## config.mk

```make
export PLATFORM = sky130hd
export DESIGN_NAME = truth_table_sweeper_flat
export DESIGN_NICKNAME = d
export VERILOG_FILES = /design/src/rtl/truth_table_sweeper_if.sv /design/src/rtl/truth_table_sweeper.sv /design/src/flat_wrapper.sv
export SDC_FILE = /design/constraint.sdc
export NUM_CORES = 1
export LEC_CHECK = 0
export ABC_AREA = 0
export BUFFER_PORTS_ARGS = -buffer_cell sky130_fd_sc_hd__buf_2
export CAP_MARGIN = 25
export CORE_UTILIZATION = 55
export CTS_CLUSTER_SIZE = 40
export DETAILED_ROUTE_END_ITERATION = 8
export HOLD_SLACK_MARGIN = 0.15
export PLACE_DENSITY_LB_ADDON = 0.15
export SETUP_SLACK_MARGIN = 0.05
export SLEW_MARGIN = 20
export SYNTH_ARGS = -nofsm -noshare
export SYNTH_HDL_FRONTEND = slang
export SYNTH_SLANG_ARGS = --single-unit
```

## constraint.sdc

```tcl
create_clock -name clk -period 3.05 [get_ports clk]
set_input_delay 0.61 -clock clk [delete_from_list [all_inputs] [get_ports clk]]
set_output_delay 0.61 -clock clk [all_outputs]
set_load 0.03 [all_outputs]
```

## src/rtl/truth_table_sweeper_if.sv

```systemverilog
// Sweeper control, result and gate-drive signals.
// Master is the test environment, slave is the sweeper.
interface truth_table_sweeper_if #(
  parameter int N_IN = 3
);
  localparam int W  = 2 ** N_IN;
  localparam int CW = $clog2(W + 1);

  logic            start;
  logic            abort;
  logic [W-1:0]    expected;
  logic [N_IN-1:0] dut_in;
  logic            dut_out;
  logic            busy;
  logic            done;
  logic [W-1:0]    table_code;
  logic            match;
  logic [CW-1:0]   mismatch_cnt;

  modport master (
    output start, abort, expected, dut_out,
    input  dut_in, busy, done,
    input  table_code, match, mismatch_cnt
  );

  modport slave (
    input  start, abort, expected, dut_out,
    output dut_in, busy, done,
    output table_code, match, mismatch_cnt
  );
endinterface

```

## src/rtl/truth_table_sweeper.sv

```systemverilog
// Walks every input vector of a gate, rebuilds its
// truth-table code and compares it to an expected code.
module truth_table_sweeper #(
  parameter int N_IN   = 3,
  parameter int SETTLE = 2
) (
  input logic clk,
  input logic rst_n,
  truth_table_sweeper_if.slave bus
);
  localparam int W  = 2 ** N_IN;
  localparam int CW = $clog2(W + 1);

  typedef enum logic {IDLE, HOLD} state_t;

  state_t          state;
  state_t          state_nx;
  logic [7:0]      hold_cnt;
  logic [N_IN-1:0] vec;
  logic [W-1:0]    exp_q;
  logic [W-1:0]    work_code;
  logic [W-1:0]    code_nx;
  logic [CW-1:0]   work_cnt;
  logic [CW-1:0]   cnt_nx;
  logic [N_IN-1:0] bit_idx;
  logic            accept;
  logic            sample;
  logic            last;
  logic            diff;
  logic            done_q;
  logic [W-1:0]    pub_code;
  logic            pub_match;
  logic [CW-1:0]   pub_cnt;

  // State register
  always_ff @(posedge clk or negedge rst_n) begin
    if (!rst_n) state <= IDLE;
    else        state <= state_nx;
  end

  // Next state: abort dominates both start and completion
  always_comb begin
    state_nx = state;
    unique case (state)
      IDLE: if (accept) state_nx = HOLD;
      HOLD: if (bus.abort || last) state_nx = IDLE;
      default: state_nx = IDLE;
    endcase
  end

  // Control strobes and the code/count after this sample
  always_comb begin
    accept  = (state == IDLE) && bus.start && !bus.abort;
    sample  = (state == HOLD) && (hold_cnt == 8'(SETTLE));
    last    = sample && (vec == '1);
    bit_idx = ~vec;
    diff    = bus.dut_out ^ exp_q[bit_idx];
    code_nx = work_code;
    code_nx[bit_idx] = bus.dut_out;
    cnt_nx  = work_cnt + CW'(diff);
  end

  // Vector stepping, sampling and result publishing
  always_ff @(posedge clk or negedge rst_n) begin
    if (!rst_n) begin
      hold_cnt  <= '0;
      vec       <= '0;
      exp_q     <= '0;
      work_code <= '0;
      work_cnt  <= '0;
      done_q    <= 1'b0;
      pub_code  <= '0;
      pub_match <= 1'b0;
      pub_cnt   <= '0;
    end else begin
      done_q <= 1'b0;
      if (accept) begin
        hold_cnt  <= '0;
        vec       <= '0;
        exp_q     <= bus.expected;
        work_code <= '0;
        work_cnt  <= '0;
      end else if (state == HOLD) begin
        if (bus.abort) begin
          vec <= '0;
        end else if (sample) begin
          hold_cnt  <= '0;
          work_code <= code_nx;
          work_cnt  <= cnt_nx;
          if (last) begin
            vec       <= '0;
            done_q    <= 1'b1;
            pub_code  <= code_nx;
            pub_match <= (code_nx == exp_q);
            pub_cnt   <= cnt_nx;
          end else begin
            vec <= vec + 1'b1;
          end
        end else begin
          hold_cnt <= hold_cnt + 8'd1;
        end
      end
    end
  end

  assign bus.dut_in       = vec;
  assign bus.busy         = (state == HOLD);
  assign bus.done         = done_q;
  assign bus.table_code   = pub_code;
  assign bus.match        = pub_match;
  assign bus.mismatch_cnt = pub_cnt;
endmodule

```

## src/flat_wrapper.sv

```systemverilog
// flat-port wrapper written by rule: the top's interface ports become plain ports
module truth_table_sweeper_flat 
#(
  parameter int N_IN   = 3,
  parameter int SETTLE = 2
)
  (clk, rst_n, bus_start, bus_abort, bus_expected, bus_dut_out, bus_dut_in, bus_busy, bus_done, bus_table_code, bus_match, bus_mismatch_cnt);
  truth_table_sweeper_if #(.N_IN(N_IN)) bus_i ();
  input logic clk;
  input logic rst_n;
  input wire logic [$bits(bus_i.start)-1:0] bus_start;
  input wire logic [$bits(bus_i.abort)-1:0] bus_abort;
  input wire logic [$bits(bus_i.expected)-1:0] bus_expected;
  input wire logic [$bits(bus_i.dut_out)-1:0] bus_dut_out;
  output wire logic [$bits(bus_i.dut_in)-1:0] bus_dut_in;
  output wire logic [$bits(bus_i.busy)-1:0] bus_busy;
  output wire logic [$bits(bus_i.done)-1:0] bus_done;
  output wire logic [$bits(bus_i.table_code)-1:0] bus_table_code;
  output wire logic [$bits(bus_i.match)-1:0] bus_match;
  output wire logic [$bits(bus_i.mismatch_cnt)-1:0] bus_mismatch_cnt;
  assign bus_i.start = bus_start;
  assign bus_i.abort = bus_abort;
  assign bus_i.expected = bus_expected;
  assign bus_i.dut_out = bus_dut_out;
  assign bus_dut_in = bus_i.dut_in;
  assign bus_busy = bus_i.busy;
  assign bus_done = bus_i.done;
  assign bus_table_code = bus_i.table_code;
  assign bus_match = bus_i.match;
  assign bus_mismatch_cnt = bus_i.mismatch_cnt;
  truth_table_sweeper #(.N_IN(N_IN), .SETTLE(SETTLE)) u_core (.clk(clk), .rst_n(rst_n), .bus(bus_i));
endmodule
```

=== Word level (Yosys, flattened, before mapping) ===
Cells that the tools add are included.

* Add/sub/neg operators: 3
* Order comparisons: 2
* Equal/unequal tests: 4
* Muxes and demuxes: 30
* Bitwise gates (word level): 5
* Reductions and logical operators: 14

{| class="wikitable"
|+ Operators with widths
! kind !! count
|-
| $mux W8 || 8
|-
| $mux W4 || 4
|-
| $mux W3 || 5
|-
| $mux W1 || 9
|-
| $add A8 B1 Y8 const B || 1
|-
| $bwmux W8 || 1
|-
| $eq A8 B2 Y1 const B || 1
|-
| $eq A8 B8 Y1 || 1
|-
| $logic_and A1 B1 Y1 || 5
|-
| $reduce_and A5 Y1 || 1
|-
| $add A4 B1 Y4 || 1
|-
| $lt A3 B4 Y1 const B || 1
|-
| $reduce_and A2 Y1 || 2
|-
| $reduce_bool A2 Y1 || 2
|-
| $add A3 B1 Y3 const B || 1
|-
| $bmux W1 S3 || 1
|-
| $demux W1 S3 || 1
|-
| $eq A3 B3 Y1 const B || 1
|-
| $ge A3 B1 Y1 const B || 1
|-
| $not A1 Y1 || 3
|-
| $not A3 Y3 || 1
|-
| $reduce_and A3 Y1 || 1
|-
| $reduce_bool A3 Y1 || 1
|-
| $ne A2 B1 Y1 const B || 1
|-
| 4 further kinds || 4
|}

* Register bits after elaboration: 46
* Bits of input ports: 13
* Logic and storage cells: 68

=== Logic depth before layout (Yosys ltp) ===
Gate-level depths: netlist (run 1).

* Depth after elaboration: 10
* Mapped depth: 12
* Gate-level depth less buffers: 10

=== Worst setup path before layout (run 1) ===
No wires, ideal clock.

* Path type: flip-flop to flip-flop
* Start: register u_core.vec[0], in the netlist u_core.bus.dut_in[0]
* End: register u_core.work_cnt[3]
* Library setup time: 0.083 ns
* Data arrival time: 2.493 ns
* Required time: 2.967 ns
* Slack: 0.474 ns
* Stages on the path, launching flop included: 12
* Buffers on the path: 2
* Period minus slack after synthesis: 2.576 ns
* Cell sequence: dfrtp_1 clkbuf_1 clkbuf_1 nor2b_1 a221oi_1 a31oi_1 a21oi_1 xnor2_1 ha_1 nand3_1 or4_1 o21ai_0

* Longest elaborated chain between the ends: 9

{| class="wikitable"
|+ Ends and longest elaborated chain
! item !! RTL line !! text
|-
| start, declared || truth_table_sweeper.sv:19 || <nowiki>logic [N_IN-1:0] vec;</nowiki>
|-
| start signal, assigned || truth_table_sweeper.sv:97 || <nowiki>vec <= vec + 1'b1;</nowiki>
|-
| $not A3 Y3 || truth_table_sweeper.sv:56 || <nowiki>bit_idx = ~vec;</nowiki>
|-
| $bmux W1 S3 || truth_table_sweeper.sv:57 || <nowiki>diff = bus.dut_out ^ exp_q[bit_idx];</nowiki>
|-
| $mux W1 (not written as such) || truth_table_sweeper.sv:57 ||
|-
| $xor A1 B1 Y1 || truth_table_sweeper.sv:57 ||
|-
| $add A4 B1 Y4 || truth_table_sweeper.sv:60 || <nowiki>cnt_nx = work_cnt + CW'(diff);</nowiki>
|-
| $mux W4 || truth_table_sweeper.sv:86 || <nowiki>end else if (sample) begin</nowiki>
|-
| $mux W4 || truth_table_sweeper.sv:84 || <nowiki>if (bus.abort) begin</nowiki>
|-
| $mux W4 || truth_table_sweeper.sv:83 || <nowiki>end else if (state == HOLD) begin</nowiki>
|-
| $mux W4 || truth_table_sweeper.sv:77 || <nowiki>if (accept) begin</nowiki>
|-
| end signal, assigned || truth_table_sweeper.sv:89 || <nowiki>work_cnt <= cnt_nx;</nowiki>
|-
| end, declared || truth_table_sweeper.sv:23 || <nowiki>logic [CW-1:0] work_cnt;</nowiki>
|}

No other way between the ends. The select of a mux whose other input is x is not followed.
A chain may end at the register's enable or synchronous reset.

=== Worst setup path in the final report (run 1) ===
* Start: register u_core.vec[2], in the netlist u_core.bus.dut_in[2]
* End: register u_core.work_cnt[3]

Same word-level chain as after synthesis.

==> results of run 1 <==
[cells in the final DEF (no fill, tap or decap), types with 2 or more instances in the layout]
master	count
nand3b_1	5
buf_2	29
nor2_1	10
xor2_1	10
nand2b_1	2
o22ai_1	6
a21oi_1	12
ha_1	6
clkbuf_8	6
and3_1	2
nor3b_1	4
xnor2_1	6
or3_1	3
nor2b_1	3
dfrtp_1	46
o21ai_0	22
mux2_2	3
nand4_1	6
buf_4	8
or4_1	2
mux2i_1	9
inv_1	7
bufinv_16	2
nand3_1	7
nand2_1	49
a22o_1	6
[stage by stage]
step / cells / cell area [um2] / hold WS (ns)
after floorplan: 260 / 2440 / 0.314
after global placement: 333 / 2650 / 0.455
after detailed placement: 333 / 2650 / 0.465
after CTS: 341 / 2800 / 0.485
after global routing: 341 / 2800 / 0.330
final: 341 / 2800 / 0.284
[flip-flops by register name, indices dropped and copies added, names as in the netlist]
signal / count
u_core.bus.busy: 1
u_core.bus.done: 1
u_core.bus.dut_in: 3
u_core.bus.match: 1
u_core.bus.mismatch_cnt: 4
u_core.bus.table_code: 8
u_core.exp_q: 8
u_core.hold_cnt: 8
u_core.work_cnt: 4
u_core.work_code: 8
[cell families (layout without fill, tap and decap cells)]
| kind of cell | after synthesis | in the layout | share of synthesized area, % |
|---|---|---|---|
| and+or+nand+nor | 102 | 102 | 21.2 |
| AOI/OAI and AO/OA | 57 | 57 | 14.4 |
| DFF | 46 | 46 | 47.2 |
| buffers and inverters | 21 | 52 | 3.29 |
| xor gates and xnor gates | 16 | 16 | 5.75 |
| muxes | 12 | 12 | 5.08 |
| adders and majority gates | 6 | 6 | 3.08 |
[metal layers]
layer  vias to the layer above  wire length [um]  track usage, %
met5                         -                 0               0
li1                        978                 -               -
met4                         0                76            8.85
met2                        60              2210            35.0
met1                       887              2570            37.0
met3                         9               274            7.07
[final cells by class]
type,count,area share [%]
Inverter,7,0.939
Clock inverter,2,2.15
Tap cell,50,2.24
Timing Repair Buffer,37,7.33
Sequential cell,46,41.1
Multi-Input combinational cell,193,43.3
Clock buffer,6,2.95
[path summary, 6_finish.rpt]
kind	startpoint	endpoint	slack, ns	depth (start not counted)
max	u_core.bus.dut_in[2]	u_core.work_cnt[3]	0.69	9
min	rst_n	u_core.work_cnt[2]	0.28	1
max reg2reg	u_core.bus.dut_in[2]	u_core.work_cnt[3]	0.69	9
min reg2reg	u_core.bus.table_code[0]	u_core.bus.table_code[0]	0.48	2
max in group asynchronous	rst_n	u_core.exp_q[5]	2.37	1
min in group clk	u_core.bus.table_code[0]	u_core.bus.table_code[0]	0.48	2
[worst reg2reg max path: stages (launching register included)]
cell and delay (ns):
dfrtp_1 0.56, nor2b_1 0.23, a221oi_1 0.30, a31oi_1 0.08
a21oi_1 0.17, xnor2_1 0.15, ha_1 0.19, nand3_1 0.12
or4_1 0.41, o21ai_0 0.08
[report_power, final]
group	total, W	switching [W]	internal [W]
Combinational	0.000325	0.000169	0.000156
Clock	0.000555	0.000206	0.000349
Sequential	0.000807	0.000108	0.000698
==> flow_summary.toml, run 1 <==
[run_status]
status = "finished, final reports clean"

[logic_synthesis]
synth_common_cells = "nand2_1, dfrtp_1, o21ai_0"
ys_seq_elements = 46
ys_types = 43
yosys-top-cells-area = "dfrtp_1, nand2_1, o21ai_0"
syn_avg_cell_area_um2 = 9.37
synth_ff_type = "dfrtp_1"
yosysTopAreaCellShare_pct = 47.2
synth-seq-area-share_pct = 47.2
ys_async_sr_fraction_pct = 100
synth.most_common_cell = "nand2_1"
synth_cells = 260
yosys_warnings = 0
yosysTopAreaCell = "dfrtp_1"
synth_nets = 279
synth_edf_count = 0
syn_area_mm2 = 0.00244

[clock_tree]
cts_tree = "done"
root_buffer = "clkbuf_8"
cts_buffer_depth = 2
clock_sinks = 46
htree_levels = 2
path_clk_slew_ns = 0.09
post-cts-setup-buffer-count = 0
cts.repair.resized = 0
ctsHoldBuffers = 0
clk_latency_ns = 0.31
cts_buffers = 5

[global_routing]
grt_pass1_vias = 1708
grt_pass1_wl_mm = 8.38
track_usage_pct = 25.2
grt_max_degree = 47
antenna_found_initial = 0
gr-total-overflow = 0

[detailed_routing]
drt_pass1_iterations = 4
dr_total_vias = 1934
ant_nets = 0
first_iter_violations = 116
vias_per_cell = 5.67
drt_wl_total_mm = 5.13
drc = 0
wire_per_inst_um = 15.0

[timing]
slew_violations = 0
slew_headroom_pct = 62.2
finalSetupViolCount = 0
fin_crit_sh_pct = 77.4
fin_crit_ns = 2.36
fmax_ghz = 0.424
grt_setup_unrepaired = "no"
tightest_slew_ns = 0.567
hold_viol = 0
worst_slack_ns = 0.689
finClkSkew_ns = 0.0124
setup_tns_ns = 0

[final_layout]
area_growth_pct = 14.8
nets = 309
diodes = 0
seqCellArea_mm2 = 0.00115
drive_above_1_share_pct = 17.9
multi_input_area_mm2 = 0.00121
fillCellCount = 337
fin_util_pct = 68.0

[worst_setup_path]
cp.required_ns = 3.29
start_kind = "register"
crit_buf_inv = 0
crit_fanout = 17
cp_slowest_stage_delay_ns = 0.56
cp-end-kind = "register"
path_class = "reg2reg"
crit_family = "simple AND/OR/NAND/NOR gates"
crit_slowest_cell = "dfrtp_1"
path_cells = "nor2b_1, a221oi_1, a31oi_1, a21oi_1, xnor2_1, ha_1, nand3_1, or4_1, o21ai_0"
cp.arrival_ns = 2.60

[die]
initial_core_util_pct = 59.2
dieWidth_um = 68.6
dieArea_mm2 = 0.00470
core_mm2 = 0.00412
rows = 23
die_h_um = 68.6
pin_count = 31

[power]
power.density_mw_per_mm2 = 603
irDropWorstVdd_mv = 0.406
leakage_nw = 1.39
power_w = 0.00169

[job]
drv_cap = 0

[hold_path]
hold_class = "in2async"

[place]
dp.final_hpwl_mm = 3.61
place_ws_ns = 0.709
gp_congestion = 0.902
port_buffers = 30
No activity file was read; power rests on OpenSTA's default activity.
==> inputs of run 2 (changes only) <==
--- a/config.mk
+++ b/config.mk
@@ -8,7 +8,7 @@
 export ABC_AREA = 0
 export BUFFER_PORTS_ARGS = -buffer_cell sky130_fd_sc_hd__buf_2
 export CAP_MARGIN = 25
-export CORE_UTILIZATION = 55
+export CORE_UTILIZATION = 52
 export CTS_CLUSTER_SIZE = 40
 export DETAILED_ROUTE_END_ITERATION = 8
 export HOLD_SLACK_MARGIN = 0.15
==> constraint.sdc (replaced) <==
create_clock -name clk -period 2.15 [get_ports clk]
set_input_delay 0.43 -clock clk [delete_from_list [all_inputs] [get_ports clk]]
set_output_delay 0.43 -clock clk [all_outputs]
set_load 0.03 [all_outputs]
==> run 2 against run 1 <==
The run now ends with design-rule violations, negative setup slack left. Sequential cell count unchanged. Combinational power increased by 97%. Worst setup slack got worse by 0.73 ns. Via count increased by 9.6%. Routed wire length increased by 9.6%. Critical path depth decreased by 1. Fmax increased by 7.5%. First-iteration DRC count increased by 34%. Die area increased by 5.6%. Sequential power increased by 39%.
==> flow_summary.toml, run 2 (synthesis results as in run 1) <==
[timing]
holdWs_ns = 0.305
hold_viol = 0
setup_tns_ns = -0.0512
finClkSkew_ns = 0.0132
finalSetupViolCount = 2
fin_crit_sh_pct = 102
tightest_slew_ns = 0.515
grt_setup_unrepaired = "yes"
fmax_ghz = 0.456
slew_violations = 0
slew_headroom_pct = 65.2
fin_crit_ns = 2.20
worst_slack_ns = -0.0454

[die]
core_mm2 = 0.00444
pin_count = 31
die_h_um = 70.5
dieWidth_um = 70.5
initial_core_util_pct = 54.8
rows = 24
dieArea_mm2 = 0.00497

[detailed_routing]
first_iter_violations = 155
drt_wl_total_mm = 5.62
drt_pass1_iterations = 7
drc = 8
dr_total_vias = 2120
vias_per_cell = 5.68
ant_nets = 0
wire_per_inst_um = 15.1

[power]
power.density_mw_per_mm2 = 762
irDropWorstVdd_mv = 0.595
leakage_nw = 1.51

[place]
port_buffers = 30
dp.final_hpwl_mm = 4.09
place_ws_ns = -0.0364
gp_congestion = 0.900

[global_routing]
antenna_found_initial = 0
grt_pass1_vias = 2080
track_usage_pct = 24.6
grt_pass1_wl_mm = 9.59
grt_max_degree = 25
gr-total-overflow = 0

[run_status]
status = "finished, violations left"
violations = "design-rule violations, negative setup slack"

[hold_path]
worstHoldStart = "bus_expected[7]"
hold_class = "in2reg"

[job]
drv_cap = 0

[clock_tree]
path_clk_slew_ns = 0.10
clock_sinks = 46
cts_buffers = 5
clk_latency_ns = 0.32
htree_levels = 2
cts_buffer_depth = 2
cts_tree = "done"
root_buffer = "clkbuf_8"

[worst_setup_path]
cp.arrival_ns = 2.44
r2r-start = "u_core.bus.dut_in[2]"
crit_start = "u_core.bus.dut_in[2]"
cp-end-kind = "register"
start_kind = "register"
cp.required_ns = 2.39
path_class = "reg2reg"
crit_fanout = 8

[final_layout]
drive_above_1_share_pct = 28.3
fillCellCount = 371
diodes = 0
final_cell_mix = "nand2_1, dfrtp_1, buf_4"
area_growth_pct = 24.6
final_common_cell = "nand2_1"
nets = 339
-- run 2: stage by stage --
stage | instances | area [um2] | utilization [%] | total power, W
after floorplan | 260 | 2480 | - | 0.00148
after global placement | 360 | 2860 | 64.2 | 0.00168
after detailed placement | 360 | 2860 | 64.2 | 0.00171
after CTS | 372 | 2990 | 67.2 | 0.00228
after global routing | 373 | 3040 | 68.4 | 0.00246
final | 373 | 3040 | 68.4 | 0.00232
-- run 2: metal layers --
layer  GRT usage, %  part of all wire, %
met5              0                    0
met3           5.92                  4.9
met2           39.7                   48
met4           7.71                  1.3
met1           32.5                   46
-- run 2: path summary, 6_finish.rpt --
path                       depth (start not counted)  slack (ns)                         end
hold / removal                                     3        0.31             u_core.exp_q[7]
max in group asynchronous                          3        1.05        u_core.bus.dut_in[2]
hold reg to reg                                    2        0.48    u_core.bus.table_code[6]
min in group asynchronous                          2        0.51  u_core.bus.mismatch_cnt[2]
setup reg to reg                                   8       -0.05          u_core.work_cnt[3]
setup / recovery                                   8       -0.05          u_core.work_cnt[3]
-- run 2: worst max-delay path, cell delays in order (launching register included) --
cell and delay (ns):
dfrtp_2 0.42, buf_4 0.17, a311o_1 0.32, a21oi_1 0.20, xnor2_1 0.17, ha_2 0.22, nand3_2 0.08, or4_1 0.43
o21ai_1 0.11
-- run 2: cell type report --
class / count / area, um2 / area share [%]
clock buffers: 5 / 68.8 / 2.27
clock inverters: 3 / 25.0 / 0.824
inverters: 7 / 26.3 / 0.865
multi-input cells: 193 / 1260 / 41.6
flip-flops and latches: 46 / 1150 / 38.0
well taps: 52 / 65.1 / 2.14
repair buffers: 67 / 434 / 14.3
-- run 2: repair_timing --
item	in CTS	in global routing
endpoints found under the hold margin	11	0
gates resized for setup	2	8
pin swaps	7	2
cloned	0	0
hold buffers	1	0
setup buffers	3	1
endpoints found under the setup margin	3	23
-- run 2: where the power goes --
part           total (W)  switching, W  leakage, nW  internal (W)
sequential       0.00112      0.000132        0.606      0.000991
combinational   0.000641      0.000313        0.862      0.000328
clock           0.000552      0.000318       0.0447      0.000235
total            0.00232      0.000763         1.51       0.00155
